==> config.mk <==
export PLATFORM = sky130hd
export DESIGN_NAME = sensor_event_encoder
export DESIGN_NICKNAME = d
export VERILOG_FILES = /design/src/rtl/snn_pkg.sv /design/src/rtl/sensor_event_encoder_rr_arbiter.sv /design/src/rtl/sensor_event_encoder.sv
export SDC_FILE = /design/constraint.sdc
export NUM_CORES = 1
export LEC_CHECK = 0
export BUFFER_PORTS_ARGS = -buffer_cell sky130_fd_sc_hd__clkbuf_2
export CORE_MARGIN = 4
export CORE_UTILIZATION = 35
export CTS_CLUSTER_DIAMETER = 100
export DETAILED_ROUTE_END_ITERATION = 6
export PLACE_DENSITY_LB_ADDON = 0.2
export SETUP_SLACK_MARGIN = 0.02
export SYNTH_ARGS = -nofsm -noshare
export SYNTH_HDL_FRONTEND = slang
export SYNTH_SLANG_ARGS = --single-unit
==> constraint.sdc <==
create_clock -name clock -period 11.6 [get_ports clock]
set_clock_uncertainty 0.05 [all_clocks]
set_input_delay 0.58 -clock clock [delete_from_list [all_inputs] [get_ports clock]]
set_output_delay 0.58 -clock clock [all_outputs]
set_load 0.1 [all_outputs]
==> src/rtl/snn_pkg.sv <==
// Shared constants and address type for the SNN front end (sensor encoder,
// controller, output FIFO users).
package snn_pkg;

    localparam int NUM_SENSORS = 16;
    localparam int ADDR_W      = $clog2(NUM_SENSORS);
    localparam int FIFO_DEPTH  = 8;
    localparam int PTR_W       = $clog2(FIFO_DEPTH);
    localparam int CNT_W       = $clog2(FIFO_DEPTH + 1);

    typedef logic [ADDR_W-1:0] event_addr_t;
    typedef logic [PTR_W-1:0]  fifo_ptr_t;
    typedef logic [CNT_W-1:0]  fifo_cnt_t;

    // Depth is a power of two, so the pointer wraps by plain overflow.
    function automatic fifo_ptr_t ptr_inc(input fifo_ptr_t p);
        return p + fifo_ptr_t'(1);
    endfunction

endpackage

==> src/rtl/sensor_event_encoder_rr_arbiter.sv <==
// Combinational round-robin arbiter: grants the first request at or above
// ptr, wrapping around; N must be a power of two.
module rr_arbiter
    import snn_pkg::*;
#(
    parameter int N = NUM_SENSORS,
    parameter int W = ADDR_W
) (
    input  logic [N-1:0] req,
    input  logic [W-1:0] ptr,
    input  logic         en,
    output logic [N-1:0] grant_onehot,
    output logic [W-1:0] grant_idx,
    output logic         grant_valid
);

    // Rotating priority search starting at ptr.
    always_comb begin : search
        logic [W-1:0] idx_s;
        idx_s        = '0;
        grant_onehot = '0;
        grant_idx    = '0;
        grant_valid  = 1'b0;
        if (en) begin
            for (int i = 0; i < N; i++) begin
                idx_s = ptr + W'(i);
                if (!grant_valid && req[idx_s]) begin
                    grant_valid = 1'b1;
                    grant_idx   = idx_s;
                end else begin
                    grant_valid = grant_valid;
                end
            end
            if (grant_valid) begin
                grant_onehot[grant_idx] = 1'b1;
            end else begin
                grant_onehot = '0;
            end
        end else begin
            grant_valid = 1'b0;
        end
    end

endmodule

==> src/rtl/sensor_event_encoder.sv <==
// Sensor spike front end: rising-edge detect, pending bitmap, round-robin
// drain into an 8-entry show-ahead address FIFO for the controller.
module sensor_event_encoder
    import snn_pkg::*;
(
    input  logic                   clock,
    input  logic                   reset_n,
    input  logic [NUM_SENSORS-1:0] sensor_in,
    input  logic                   event_ack,
    input  logic                   overflow_clear,
    output event_addr_t            event_addr,
    output logic                   event_received,
    output logic                   overflow,
    output fifo_cnt_t              pending_count
);

    logic [NUM_SENSORS-1:0] prev_r, pending_r, edges_s, pending_next_s, grant_onehot_s;
    event_addr_t            rr_ptr_r, rr_ptr_next_s, grant_idx_s, head_next_s, event_addr_r;
    event_addr_t            mem_r [FIFO_DEPTH];
    fifo_ptr_t              wr_ptr_r, rd_ptr_r, wr_ptr_next_s, rd_ptr_next_s;
    fifo_cnt_t              count_r, count_next_s;
    logic                   grant_valid_s, arb_en_s, push_s, pop_s, coalesce_s;
    logic                   overflow_r, overflow_next_s, event_received_r;

    // Full test uses the registered count, so a same-cycle pop never frees a slot.
    assign arb_en_s = (count_r < fifo_cnt_t'(FIFO_DEPTH));

    rr_arbiter #(.N(NUM_SENSORS), .W(ADDR_W)) u_arb (
        .req          (pending_r),
        .ptr          (rr_ptr_r),
        .en           (arb_en_s),
        .grant_onehot (grant_onehot_s),
        .grant_idx    (grant_idx_s),
        .grant_valid  (grant_valid_s)
    );

    // Next-state for edges, pending bitmap, FIFO pointers and registered outputs.
    always_comb begin
        edges_s        = sensor_in & ~prev_r;
        pending_next_s = (pending_r & ~grant_onehot_s) | edges_s;
        coalesce_s     = |(edges_s & pending_r & ~grant_onehot_s);
        push_s         = grant_valid_s;
        pop_s          = event_ack && (count_r != fifo_cnt_t'(0));
        rd_ptr_next_s  = pop_s  ? ptr_inc(rd_ptr_r) : rd_ptr_r;
        wr_ptr_next_s  = push_s ? ptr_inc(wr_ptr_r) : wr_ptr_r;
        rr_ptr_next_s  = push_s ? (grant_idx_s + event_addr_t'(1)) : rr_ptr_r;
        case ({push_s, pop_s})
            2'b10:   count_next_s = count_r + fifo_cnt_t'(1);
            2'b01:   count_next_s = count_r - fifo_cnt_t'(1);
            default: count_next_s = count_r;
        endcase
        // Head after this edge may be the entry being written right now.
        if (count_next_s == fifo_cnt_t'(0)) begin
            head_next_s = '0;
        end else if (push_s && (rd_ptr_next_s == wr_ptr_r)) begin
            head_next_s = grant_idx_s;
        end else begin
            head_next_s = mem_r[rd_ptr_next_s];
        end
        if (coalesce_s) begin
            overflow_next_s = 1'b1;
        end else if (overflow_clear) begin
            overflow_next_s = 1'b0;
        end else begin
            overflow_next_s = overflow_r;
        end
    end

    // Control state and registered outputs.
    always_ff @(posedge clock or negedge reset_n) begin
        if (!reset_n) begin
            prev_r           <= '0;
            pending_r        <= '0;
            rr_ptr_r         <= '0;
            wr_ptr_r         <= '0;
            rd_ptr_r         <= '0;
            count_r          <= '0;
            overflow_r       <= 1'b0;
            event_received_r <= 1'b0;
            event_addr_r     <= '0;
        end else begin
            prev_r           <= sensor_in;
            pending_r        <= pending_next_s;
            rr_ptr_r         <= rr_ptr_next_s;
            wr_ptr_r         <= wr_ptr_next_s;
            rd_ptr_r         <= rd_ptr_next_s;
            count_r          <= count_next_s;
            overflow_r       <= overflow_next_s;
            event_received_r <= (count_next_s != fifo_cnt_t'(0));
            event_addr_r     <= head_next_s;
        end
    end

    // FIFO storage.
    always_ff @(posedge clock or negedge reset_n) begin
        if (!reset_n) begin
            for (int i = 0; i < FIFO_DEPTH; i++) begin
                mem_r[i] <= '0;
            end
        end else if (push_s) begin
            mem_r[wr_ptr_r] <= grant_idx_s;
        end else begin
            mem_r[wr_ptr_r] <= mem_r[wr_ptr_r];
        end
    end

    assign event_addr     = event_addr_r;
    assign event_received = event_received_r;
    assign overflow       = overflow_r;
    assign pending_count  = count_r;

endmodule

==> results.md, run 1 <==
Run status:
- The run finished with clean final reports.

Worst setup path:
- Among all stages on the critical path, the largest delay is contributed by sky130_fd_sc_hd__ha_1.
- The signal on the critical path passes through buf_4, inv_2, ha_1, mux4_1, mux2i_1, mux2i_1, or4b_4, nor4_4, and2_1, a21oi_1, buf_4, inv_1, ha_1, xor2_1, ha_1, a21oi_1, xor2_1, nor2_1, xnor2_1, inv_1, or4_1, inv_1, a211oi_1.
- The maximum fanout encountered on the critical timing path is 33.
- The buffers plus inverters on the worst setup path is 6.
- STA puts the critical path data arrival time at 7.05 ns.
- STA classifies the critical path endpoint as a flip-flop.
- The cell type group with the largest total delay on the critical path is simple AND/OR/NAND/NOR gates.
- STA puts the critical path data required time at 11.75 ns.
- The launching element type of the critical path is a flip-flop.
- The setup path with the least slack is of type flip-flop to flip-flop.
- In this design, the stage delay of the slowest critical-path cell is 0.86 ns.

Floorplan:
- The floorplan step set the die width to 144.9 um.
- The row count is 49.
- The top-level port count is 30.
- The full die area is 0.02101 mm^2.
- The die extent in y is 144.9 um.
- The initial cell density of the core is 36.05%.
- The placeable core region is 0.01821 mm^2.

STA:
- The final period utilization is 59.52%.
- The worst path in the final design needs a cycle of 6.904 ns, including I/O delays and setup.
- The measured slew at the worst slew-check pin is 1.166 ns.
- Based on the critical path, the design can be clocked at up to 0.1448 GHz.
- Setup repair after global routing left no endpoint under its margin.
- The final worst-path setup slack is 4.696 ns.
- The worst pin sits at a relative slew slack of 20.01%.
- The total count of max-transition violations in the final report is 0.
- The summed negative setup slack over all endpoints is 0 ns.
- The final hold violation count is 0.
- Setup violations remaining at the end of the flow were counted as 0.

Global routing:
- The via count of the first global-routing pass came to 5,721.
- The maximum number of pins on one net before global-route repair is 85.
- After global routing the overflow that remains totals 0.
- The initial antenna violation count is 0.
- The first global-routing pass estimated 31.51 mm of wire.
- The total routing usage reported by global routing is 18.23%.

Clocking:
- The buffer cell driving the clock tree root is sky130_fd_sc_hd__clkbuf_16.
- After clock tree synthesis, the clock-pin slew on the worst setup and hold paths is 0.06 ns.
- The post-CTS setup buffer count is 0.
- The total clock sinks is 84.
- The number of clock buffers added by TritonCTS is 9.
- No sink is reached through more buffers than the 2 on the longest clock path.
- TritonCTS built the clock tree.
- The number of gates given a new drive strength after cts is 0.
- The clock reaches the later pin of the worst-skew pair after 0.34 ns.
- After clock tree synthesis, the flow added hold-fix buffers numbering 0.
- The maximum level of the CTS H-tree is 3.

Synthesis:
- Each instance of the synthesized netlist takes up on average 9.724 um^2.
- The proportion of synthesized flip-flops having asynchronous set or reset is 100.0%.
- The multiplexer fraction of the synthesized cell area is 19.73%.
- The number of nets in the synthesized netlist is 708.
- The compound-cell area share of the yosys netlist is 20.26%.
- The number of library cell types mapped by synthesis is 87.
- During synthesis, Yosys emitted a total of 0 warnings.
- The synthesized netlist occupies a cell area of 0.006564 mm^2.
- After synthesis, the largest family of logic cells by area is compound AO/OA/AOI/OAI gates.
- The total of flip-flops plus latches after synthesis is 84.
- The area share of xor/xnor cells in the synthesized design is 3.565%.
- The number of synthesized flops with an enable pin is 0.
- Counting every instance in the synthesized netlist gives 675.
- The adder-cell area share of the yosys netlist is 2.478%.
- Sequential cells were found to cover 32.02% of the synthesized design area.
- The area share of and/or/nand/nor cells after synthesis is 17.42%.
- The dominant synthesized flop cell is sky130_fd_sc_hd__dfrtp_1.

Layout:
- The sequential cells in the finished layout cover a total of 0.002102 mm^2.
- The final layout net count is 721.
- In the final layout, the multi-input gates occupy 0.004165 mm^2.
- From synthesis to final layout, the design area changed by 9.398%.
- Cells fill 39.44% of the core in the end.
- Counting the fill cells in the layout gives 1,770.
- Of the cells placed in the final design, the portion with a size suffix greater than 1 is 18.47%.
- The antenna diode count is 0.

Route:
- The number of vias in the routed layout is 5,623.
- The first-pass iteration count of the detailed router is 5.
- Dividing the detail-routed wire length by the instance count gives 20.75 um.
- The mean number of vias per cell is 6.099.
- Wires add up to 19.13 mm.
- The post-route antenna net violation count is 0.
- After detailed routing, the number of remaining DRC violations is 0.
- The initial detailed-routing violation count is 470.

Placed design:
- During placement, the flow inserted port buffers numbering 29.
- At the end of routability-driven placement, the weighted congestion stood at 0.9358.
- Timing analysis after detailed placement gives a worst setup slack of 4.779 ns.
- The placed wire-length estimate after detailed placement is 14.48 mm.

Job:
- The reported max-cap violation count is 0.

Min path:
- The path class of the lowest-slack min-delay path is primary input to flip-flop.
-- synth_stat cells, types with 8 or more instances --
| cell type | count | share of area, % |
|---|---|---|
| sky130_fd_sc_hd__inv_1 | 28 | 1.6 |
| sky130_fd_sc_hd__nand3b_1 | 10 | 1.1 |
| sky130_fd_sc_hd__mux2i_1 | 28 | 4.3 |
| sky130_fd_sc_hd__o21ai_0 | 76 | 5.8 |
| sky130_fd_sc_hd__mux4_2 | 29 | 10 |
| sky130_fd_sc_hd__nor2_1 | 21 | 1.2 |
| sky130_fd_sc_hd__nand2_1 | 81 | 4.6 |
| sky130_fd_sc_hd__a22oi_1 | 13 | 1.5 |
| sky130_fd_sc_hd__nand4_1 | 9 | 0.86 |
| sky130_fd_sc_hd__nor3_1 | 12 | 0.92 |
| sky130_fd_sc_hd__xor2_1 | 12 | 1.6 |
| sky130_fd_sc_hd__ha_1 | 13 | 2.5 |
| sky130_fd_sc_hd__o211ai_1 | 13 | 1.5 |
| sky130_fd_sc_hd__dfrtp_1 | 84 | 32 |
| sky130_fd_sc_hd__a21oi_1 | 17 | 1.3 |
| sky130_fd_sc_hd__clkbuf_1 | 24 | 1.4 |
| sky130_fd_sc_hd__nand3_1 | 17 | 1.3 |
| sky130_fd_sc_hd__xnor2_1 | 11 | 1.5 |
| sky130_fd_sc_hd__mux2_2 | 15 | 2.6 |
| sky130_fd_sc_hd__nand2b_1 | 8 | 0.76 |
-- stage by stage --
| stage | area (um^2) | hold slack, ns | instances |
|---|---|---|---|
| after detailed placement | 6882 | 0.3800 | 906 |
| after floorplan | 6564 | 0.2344 | 675 |
| after global routing | 7181 | 0.3059 | 922 |
| after global placement | 6882 | 0.3754 | 906 |
| final | 7181 | 0.3095 | 922 |
| after CTS | 7181 | 0.2976 | 922 |
-- layout make-up --
class / count / area share, %
multi-input cells: 525 / 58.01
flip-flops and latches: 84 / 29.27
inverters: 30 / 1.568
repair buffers: 38 / 2.997
well taps: 229 / 3.990
clock buffers: 9 / 3.136
clock inverters: 7 / 1.028
-- state kept, by name, indices dropped and copies added, names as in the netlist --
signal	flops
mem_r	32
event_addr	4
rr_ptr_r	4
event_received	1
pending_count	4
pending_r	16
wr_ptr_r	3
prev_r	16
overflow	1
rd_ptr_r	3
-- final timing paths --
check | from | endpoint | slack [ns] | depth (start not counted)
min in group asynchronous | reset_n | prev_r[11]$_DFF_PN0_ | 0.38 | 1
worst max-delay path | rr_ptr_r[0]$_DFFE_PN0N_ | event_addr[3]$_DFF_PN0_ | 4.70 | 23
max in group asynchronous | reset_n | pending_count[1]$_DFF_PN0_ | 10.44 | 1
worst min-delay path | sensor_in[4] | prev_r[4]$_DFF_PN0_ | 0.31 | 1
worst min register to register | prev_r[8]$_DFF_PN0_ | pending_r[8]$_DFF_PN0_ | 0.39 | 1
worst max register to register | rr_ptr_r[0]$_DFFE_PN0N_ | event_addr[3]$_DFF_PN0_ | 4.70 | 23
-- cell usage in the layout, fill, tap and decap left out, types with 4 or more instances in the layout --
cell / n
sky130_fd_sc_hd__xnor2_1: 11
sky130_fd_sc_hd__mux4_1: 4
sky130_fd_sc_hd__a41oi_1: 5
sky130_fd_sc_hd__or3_1: 4
sky130_fd_sc_hd__dfrtp_1: 84
sky130_fd_sc_hd__o22ai_1: 5
sky130_fd_sc_hd__and3_1: 5
sky130_fd_sc_hd__a22oi_1: 13
sky130_fd_sc_hd__clkbuf_16: 9
sky130_fd_sc_hd__nand3_1: 17
sky130_fd_sc_hd__o211ai_1: 13
sky130_fd_sc_hd__a211oi_1: 7
sky130_fd_sc_hd__nand4_1: 9
sky130_fd_sc_hd__o21ai_0: 76
sky130_fd_sc_hd__inv_1: 28
sky130_fd_sc_hd__nor2b_1: 6
sky130_fd_sc_hd__nand3b_1: 10
sky130_fd_sc_hd__mux4_2: 29
sky130_fd_sc_hd__and2_1: 4
sky130_fd_sc_hd__nand2b_1: 8
sky130_fd_sc_hd__mux2_2: 15
sky130_fd_sc_hd__clkbuf_2: 28
sky130_fd_sc_hd__nand2_1: 81
sky130_fd_sc_hd__mux2i_1: 28
sky130_fd_sc_hd__or2_2: 5
sky130_fd_sc_hd__a31oi_1: 4
sky130_fd_sc_hd__xor2_1: 12
sky130_fd_sc_hd__a22o_1: 6
sky130_fd_sc_hd__a221oi_1: 7
sky130_fd_sc_hd__buf_4: 10
sky130_fd_sc_hd__a21oi_1: 17
sky130_fd_sc_hd__nor3_1: 12
sky130_fd_sc_hd__ha_1: 13
sky130_fd_sc_hd__nor2_1: 21
-- worst reg2reg max path, cell delays in order (launching register included) --
cell and delay [ns]:
sky130_fd_sc_hd__dfrtp_1 0.32, sky130_fd_sc_hd__buf_4 0.35, sky130_fd_sc_hd__inv_2 0.21, sky130_fd_sc_hd__ha_1 0.86, sky130_fd_sc_hd__mux4_1 0.73, sky130_fd_sc_hd__mux2i_1 0.50, sky130_fd_sc_hd__mux2i_1 0.31, sky130_fd_sc_hd__or4b_4 0.56
sky130_fd_sc_hd__nor4_4 0.23, sky130_fd_sc_hd__and2_1 0.21, sky130_fd_sc_hd__a21oi_1 0.08, sky130_fd_sc_hd__buf_4 0.20, sky130_fd_sc_hd__inv_1 0.18, sky130_fd_sc_hd__ha_1 0.33, sky130_fd_sc_hd__xor2_1 0.11, sky130_fd_sc_hd__ha_1 0.19
sky130_fd_sc_hd__a21oi_1 0.15, sky130_fd_sc_hd__xor2_1 0.17, sky130_fd_sc_hd__nor2_1 0.06, sky130_fd_sc_hd__xnor2_1 0.14, sky130_fd_sc_hd__inv_1 0.07, sky130_fd_sc_hd__or4_1 0.58, sky130_fd_sc_hd__inv_1 0.12, sky130_fd_sc_hd__a211oi_1 0.06
-- cells by family (layout without fill, tap and decap cells) --
kind of cell               count (synthesis)  after routing
AOI/OAI and AO/OA                        193            193
xor gates and xnor gates                  25             25
adders and majority gates                 13             13
buffers and inverters                     66             84
DFF                                       84             84
muxes                                     81             81
and+or+nand+nor                          213            213
-- per-layer routing --
metal	track usage, %	routed length [um]
met5	0	0
met4	5.938	437
met3	2.495	1026
met2	29.13	8889
met1	25.76	8780
Power of run 1 is not shown: default switching activity piles up to over one toggle a cycle in this logic, so the estimate is an artifact.
==> run 2, diff against run 1 <==
Clock period 11.6 ns to 5.9 ns, I/O delays scaled along.
==> run 2 against run 1 <==
Net effect: sequential cell count unchanged; critical endpoint unchanged; highest routed layer unchanged; critical path type unchanged; final cell count increased by 1.5%; utilization increased by 0.57 points; via count increased by 0.27%.
==> results.md, run 2 (synthesized netlist as in run 1, its figures left out) <==
Min path:
- In this run the worst hold path is classified as primary input to flip-flop.

Global routing:
- For this run, the total global-route usage over all layers was measured as 18.54%.
- The global-route congestion overflow total is 0.
- The maximum number of pins on one net before global-route repair is 85.
- The most used routing layer in global routing is met2.
- The fraction of met2 tracks used by global routing is 29.06%.
- The met3 layer usage reported by global route is 2.900%.
- The via count of the first global-routing pass is 5,616.
- The initial antenna violation count is 0.
- In the global route stage, met1 resource usage came out at 26.00%.
- The first global-routing pass estimated 31.77 mm of wire.

STA:
- The total count of max-transition violations in the final report is 0.
- The measured slew at the worst slew-check pin is 1.213 ns.
- The summed negative setup slack over all endpoints is 0 ns.
- Setup violations remaining at the end of the flow were counted as 0.
- The final hold violation count is 0.
- The post-layout minimum cycle time is 5.471 ns.
- Static timing analysis puts the maximum clock frequency at 0.1828 GHz.
- Of the available clock period, the critical path in the final layout requires 92.73%.
- The worst pin sits at a relative slew slack of 16.84%.
- Setup repair after global routing left no endpoint under its margin.

Clocking:
- The CTS tree is done.
- The clock net in this run drives a total of 84 sinks.
- The number of hold buffers added after CTS was 0.
- The buffer cell driving the clock tree root is sky130_fd_sc_hd__clkbuf_16.
- The number of gates given a new drive strength after cts is 0.
- The clock latency reported for the late side of the worst-skew pair is 0.34 ns.
- The clock tree synthesis step divided the H-tree into 3 levels.
- The post-CTS setup buffer count is 0.
- The maximum buffer depth of the clock tree is 2.
- The number of buffers inserted during clock tree synthesis is 9.
- Clock-pin slew was measured on the worst setup and hold paths at 0.06 ns.

Layout:
- The area growth from synthesis to layout is 10.98%.
- In the final layout, the registers with the most flip-flops are mem_r (32), pending_r (16), prev_r (16).
- For this run, the post-layout net count is 735.
- Registers take 0.002102 mm^2.
- In the final layout, the share of cells above drive strength 1 is 19.80%.
- Fill cells in the final layout number 1,784.
- The flip-flop count of the largest register after layout is 32.
- The most flop-heavy register is mem_r.
- The area used by multi-input combinational logic is 0.004165 mm^2.
- The antenna diode count is 0.
- Leaving out fill and tap cells, the most frequent cell in the layout is sky130_fd_sc_hd__dfrtp_1.
- Leaving out fill and tap cells, the most frequent cells in the layout are sky130_fd_sc_hd__dfrtp_1 (84), sky130_fd_sc_hd__nand2_1 (81), sky130_fd_sc_hd__o21ai_0 (76).

Worst setup path:
- The maximum fanout encountered on the critical timing path is 7.
- STA classifies the critical path endpoint as a flip-flop.
- STA puts the critical path data arrival time at 5.62 ns.
- The data required time at the worst endpoint is 6.05 ns.
- The critical path is of the flip-flop to flip-flop type.
- The worst setup path is launched from a flip-flop.

Floorplan:
- The top-level port count is 30.
- Measured along the x axis, the die boundary spans 144.9 um.
- The full die area is 0.02101 mm^2.
- The initial utilization of the core area, before any placement, comes to 36.05%.
- The placeable core region is 0.01821 mm^2.
- After floorplanning, the core was divided into 49 placement rows.
- The die extent in y is 144.9 um.

Route:
- The mean number of vias per cell is 6.024.
- In this run, the number of DRC markers left after iteration 0 of detailed routing was 390.
- The detail-routed net length per standard cell is 20.88 um.
- The first-pass iteration count of the detailed router is 5.
- The post-detailed-routing wire length is 19.55 mm.
- For this run, design rule violations remaining after detail routing come to 0.
- The number of vias in the routed layout is 5,638.
- In this run the remaining antenna-violating nets after routing total 0.

Placed design:
- Input and output buffers added on the ports amount to 29.
- The placed wire-length estimate after detailed placement is 15.18 mm.
- The routability-driven placement congestion ratio is 0.9315.

Job:
- The reported max-cap violation count is 0.

Run status:
- The run finished with clean final reports.
run 2: layer usage:
layer	share of wire, %	vias up
met5	0	-
met4	3.3	0
met3	5.5	48
met2	46	214
met1	45	2753
li1	-	2623
run 2: worst paths after layout:
check / start / to / slack (ns) / cells past startpoint
setup / recovery: rr_ptr_r[1]$_DFFE_PN0N_ / event_addr[3]$_DFF_PN0_ / 0.43 / 21
setup reg to reg: rr_ptr_r[1]$_DFFE_PN0N_ / event_addr[3]$_DFF_PN0_ / 0.43 / 21
max in group asynchronous: reset_n / event_addr[0]$_DFF_PN0_ / 5.03 / 1
hold / removal: sensor_in[4] / prev_r[4]$_DFF_PN0_ / 0.03 / 1
min in group asynchronous: reset_n / pending_r[8]$_DFF_PN0_ / 0.08 / 1
hold reg to reg: prev_r[8]$_DFF_PN0_ / pending_r[8]$_DFF_PN0_ / 0.38 / 1
run 2: through the flow:
step,setup slack (ns),instances,util [%],instance area (um^2),hold slack (ns)
after floorplan,0.1148,675,-,6564,-0.05059
after global placement,0.5363,920,38.44,6999,0.3682
after detailed placement,0.4907,920,38.44,6999,0.3703
after CTS,0.4404,936,40.01,7284,0.01736
after global routing,0.05923,936,40.01,7284,0.02252
final,0.4288,936,40.01,7284,0.02882
run 2: final cells by class:
cell class / instances / area share, %
Multi-Input combinational cell: 525 / 57.18
Sequential cell: 84 / 28.86
Timing Repair Buffer: 52 / 4.569
Tap cell: 229 / 3.933
Clock buffer: 11 / 3.195
Inverter: 30 / 1.546
Clock inverter: 5 / 0.7214
run 2: critical path, stage by stage, from the launching register on:
cell and delay, ns:
sky130_fd_sc_hd__dfrtp_1 0.40, sky130_fd_sc_hd__clkinv_1 0.10, sky130_fd_sc_hd__ha_1 0.42, sky130_fd_sc_hd__mux4_1 0.67, sky130_fd_sc_hd__o211ai_1 0.22, sky130_fd_sc_hd__and4_1 0.40
sky130_fd_sc_hd__nand4_1 0.25, sky130_fd_sc_hd__nor4_4 0.37, sky130_fd_sc_hd__and2_1 0.22, sky130_fd_sc_hd__a21oi_1 0.10, sky130_fd_sc_hd__inv_1 0.19, sky130_fd_sc_hd__ha_1 0.32
sky130_fd_sc_hd__xor2_1 0.11, sky130_fd_sc_hd__ha_1 0.20, sky130_fd_sc_hd__a21oi_1 0.14, sky130_fd_sc_hd__xor2_1 0.16, sky130_fd_sc_hd__nor2_1 0.07, sky130_fd_sc_hd__xnor2_1 0.13
sky130_fd_sc_hd__inv_1 0.06, sky130_fd_sc_hd__or4_1 0.57, sky130_fd_sc_hd__inv_1 0.12, sky130_fd_sc_hd__a211oi_1 0.06
Power of run 2 is left out for the same reason.
==> run 3, diff against run 2 <==
Settings changed: GPL_ROUTABILITY_DRIVEN from default to 0.
Clock period 5.9 ns to 5.75 ns, I/O delays scaled along.
==> run 3 against run 2 <==
Net effect: final cell count up 0.43%; via count up 1.8%; die area unchanged; utilization up 0.45 points; highest routed layer unchanged.
==> results.md, run 3 (synthesized netlist as in run 1, its figures left out) <==
Placed design:
- The count of buffers from port buffering is 29.
- The placed wire-length estimate after detailed placement is 14.54 mm.
- The placed cell area is 0.007009 mm^2.

Worst setup path:
- The delay of the slowest critical-path stage is 0.58 ns.
- Walking the worst path, the cells encountered are buf_4, mux2_2, mux4_2, mux2i_4, or4b_4, nor4_4, and2_1, a21oi_1, inv_1, ha_1, xor2_1, ha_1, a21oi_1, xor2_1, nor2_1, xnor2_1, inv_1, or4_1, inv_1, a211oi_1.
- Grouping stages by cell kind, the critical path spends the most delay in simple AND/OR/NAND/NOR gates.
- In this run the worst path has a maximum fanout of 25.
- The data arrival time at the worst-slack endpoint is 5.58 ns.
- The cell at the slowest stage of the critical path is sky130_fd_sc_hd__mux4_2.
- The launching element type of the critical path is a flip-flop.
- STA puts the critical path data required time at 5.91 ns.
- The endpoint type of the worst setup path is a flip-flop.
- The buffers plus inverters on the worst setup path is 4.
- The path type of the worst setup path is flip-flop to flip-flop.
- Counting stages on the worst path, the most repeated cell is sky130_fd_sc_hd__inv_1.

Layout:
- After routing the design area is 0.007366 mm^2.
- The most flop-heavy register is mem_r.
- 0 antenna diodes ended up in the layout.
- The area growth from synthesis to layout is 12.22%.
- The register with the most flip-flops in the layout has 32 of them.
- Leaving out fill and tap cells, the most frequent cell in the layout is sky130_fd_sc_hd__dfrtp_1.
- The post-route netlist has 20.53% of its cells at a drive strength greater than 1.
- The library cells used most frequently in the layout, excluding fill and tap cells, are sky130_fd_sc_hd__dfrtp_1 (84), sky130_fd_sc_hd__nand2_1 (81), sky130_fd_sc_hd__o21ai_0 (76).
- The final layout net count is 739.
- The largest registers in the layout are mem_r (32), pending_r (16), prev_r (16).

Global routing:
- The first global-routing pass estimated 31.09 mm of wire.
- The total routing usage reported by global routing is 18.02%.
- The initial antenna violation count is 0.
- For this run the aggregate overflow at the end of global routing stands at 0.
- The via count of the first global-routing pass was 5,698.
- The maximum number of pins on one net before global-route repair is 73.

Clocking:
- After clock tree synthesis, the clock-pin slew on the worst setup and hold paths is 0.06 ns.
- The number of buffers inserted during clock tree synthesis is 9.
- The buffer cell driving the clock tree root is sky130_fd_sc_hd__clkbuf_16.
- TritonCTS built the clock tree.
- The H-tree generated during clock tree synthesis spans 3 levels.
- The clock latency reported for the late side of the worst-skew pair is 0.34 ns.
- In this run the deepest clock path goes through 2 buffers.
- Clock tree synthesis found a total of 84 sinks.

Route:
- The initial detailed-routing violation count is 390.
- The met1 routed wirelength after detailed routing is 8.855 mm.
- The post-route DRC violation count is 0.
- In the detailed route, the total length drawn on met3 is 918 um.
- Dividing the detail-routed wire length by the instance count gives 20.45 um.
- Before antenna repair, the detailed router went through 7 iterations.
- The mean number of vias per cell is 6.104.
- The post-route antenna net violation count is 0.
- The routed layout has 5,738 vias.
- The routed design uses 8.827 mm of met2 wire.
- The top routing layer in use is met4.
- The final layout contains routed wiring with a total length of 19.22 mm.

Floorplan:
- For this design the top-level I/O count stands at 30.
- The floorplan step defined a core boundary enclosing 0.01821 mm^2.
- In this run the horizontal extent of the chip is 144.9 um.
- The die extent in y is 144.9 um.
- Row generation in the floorplan step produced 49 rows.
- Once the floorplan was initialized, standard cells occupied 36.05% of the core.
- The full die area is 0.02101 mm^2.

STA:
- Static timing analysis puts the maximum clock frequency at 0.1844 GHz.
- Setup repair after global routing left no endpoint under its margin.
- The total of endpoints with negative setup slack in the final report is 0.
- The measured slew at the worst slew-check pin is 1.141 ns.
- The total count of max-transition violations in the final report came to 0.
- The summed negative setup slack over all endpoints is 0 ns.
- The post-layout minimum cycle time is 5.422 ns.
- The tightest slew margin relative to the limit is 21.76%.
- The final hold violation count is 0.
- The final period utilization is 94.29%.

Run status:
- The flow ran to the end, and the final reports show no timing, DRC or antenna violations.

Min path:
- In this run the worst hold path is classified as primary input to flip-flop.

Job:
- The reported max-cap violation count is 0.
run 3: timing repair:
| action | CTS | global route |
|---|---|---|
| setup buffers | 0 | 0 |
| gates resized for setup | 0 | 3 |
| endpoints found under the hold margin | 12 | 0 |
| hold buffers | 1 | 0 |
| setup endpoints to repair | 0 | 4 |
run 3: cell type report:
class	instances	area, um^2
Multi-Input combinational cell	525	4184
Clock buffer	11	242.7
Tap cell	229	286.5
Timing Repair Buffer	56	352.8
Fill cell	1768	10840
Sequential cell	84	2102
Clock inverter	5	85.08
Inverter	30	112.6
run 3: final timing paths:
kind / slack, ns / cells after the start / from / to
worst max-delay path: 0.33 / 20 / rr_ptr_r[1]$_DFFE_PN0N_ / event_addr[1]$_DFF_PN0_
worst min-delay path: 0.02 / 1 / sensor_in[12] / prev_r[12]$_DFF_PN0_
worst max register to register: 0.33 / 20 / rr_ptr_r[1]$_DFFE_PN0N_ / event_addr[1]$_DFF_PN0_
worst min register to register: 0.39 / 1 / prev_r[0]$_DFF_PN0_ / pending_r[0]$_DFF_PN0_
max in group asynchronous: 4.23 / 3 / reset_n / mem_r[15]$_DFFE_PN0P_
min in group asynchronous: 0.27 / 2 / reset_n / prev_r[15]$_DFF_PN0_
run 3: layer usage:
metal,vias to the layer above,global-route usage [%]
met2,211,28.40
met3,49,1.871
met1,2838,25.39
li1,2640,-
met5,-,0
met4,0,7.791
run 3: per-stage QoR:
step	hold WS (ns)	instances	util (%)	worst slack, ns
5_1_grt	0.01846	940	40.45	0.03378
2_1_floorplan	-0.05809	675	-	0.04738
3_3_place_gp	0.08714	923	38.49	0.3286
4_1_cts	0.01158	940	40.35	0.3380
6_report	0.02083	940	40.45	0.3283
3_5_place_dp	0.08919	923	38.49	0.3681
Power of run 3 is left out for the same reason.
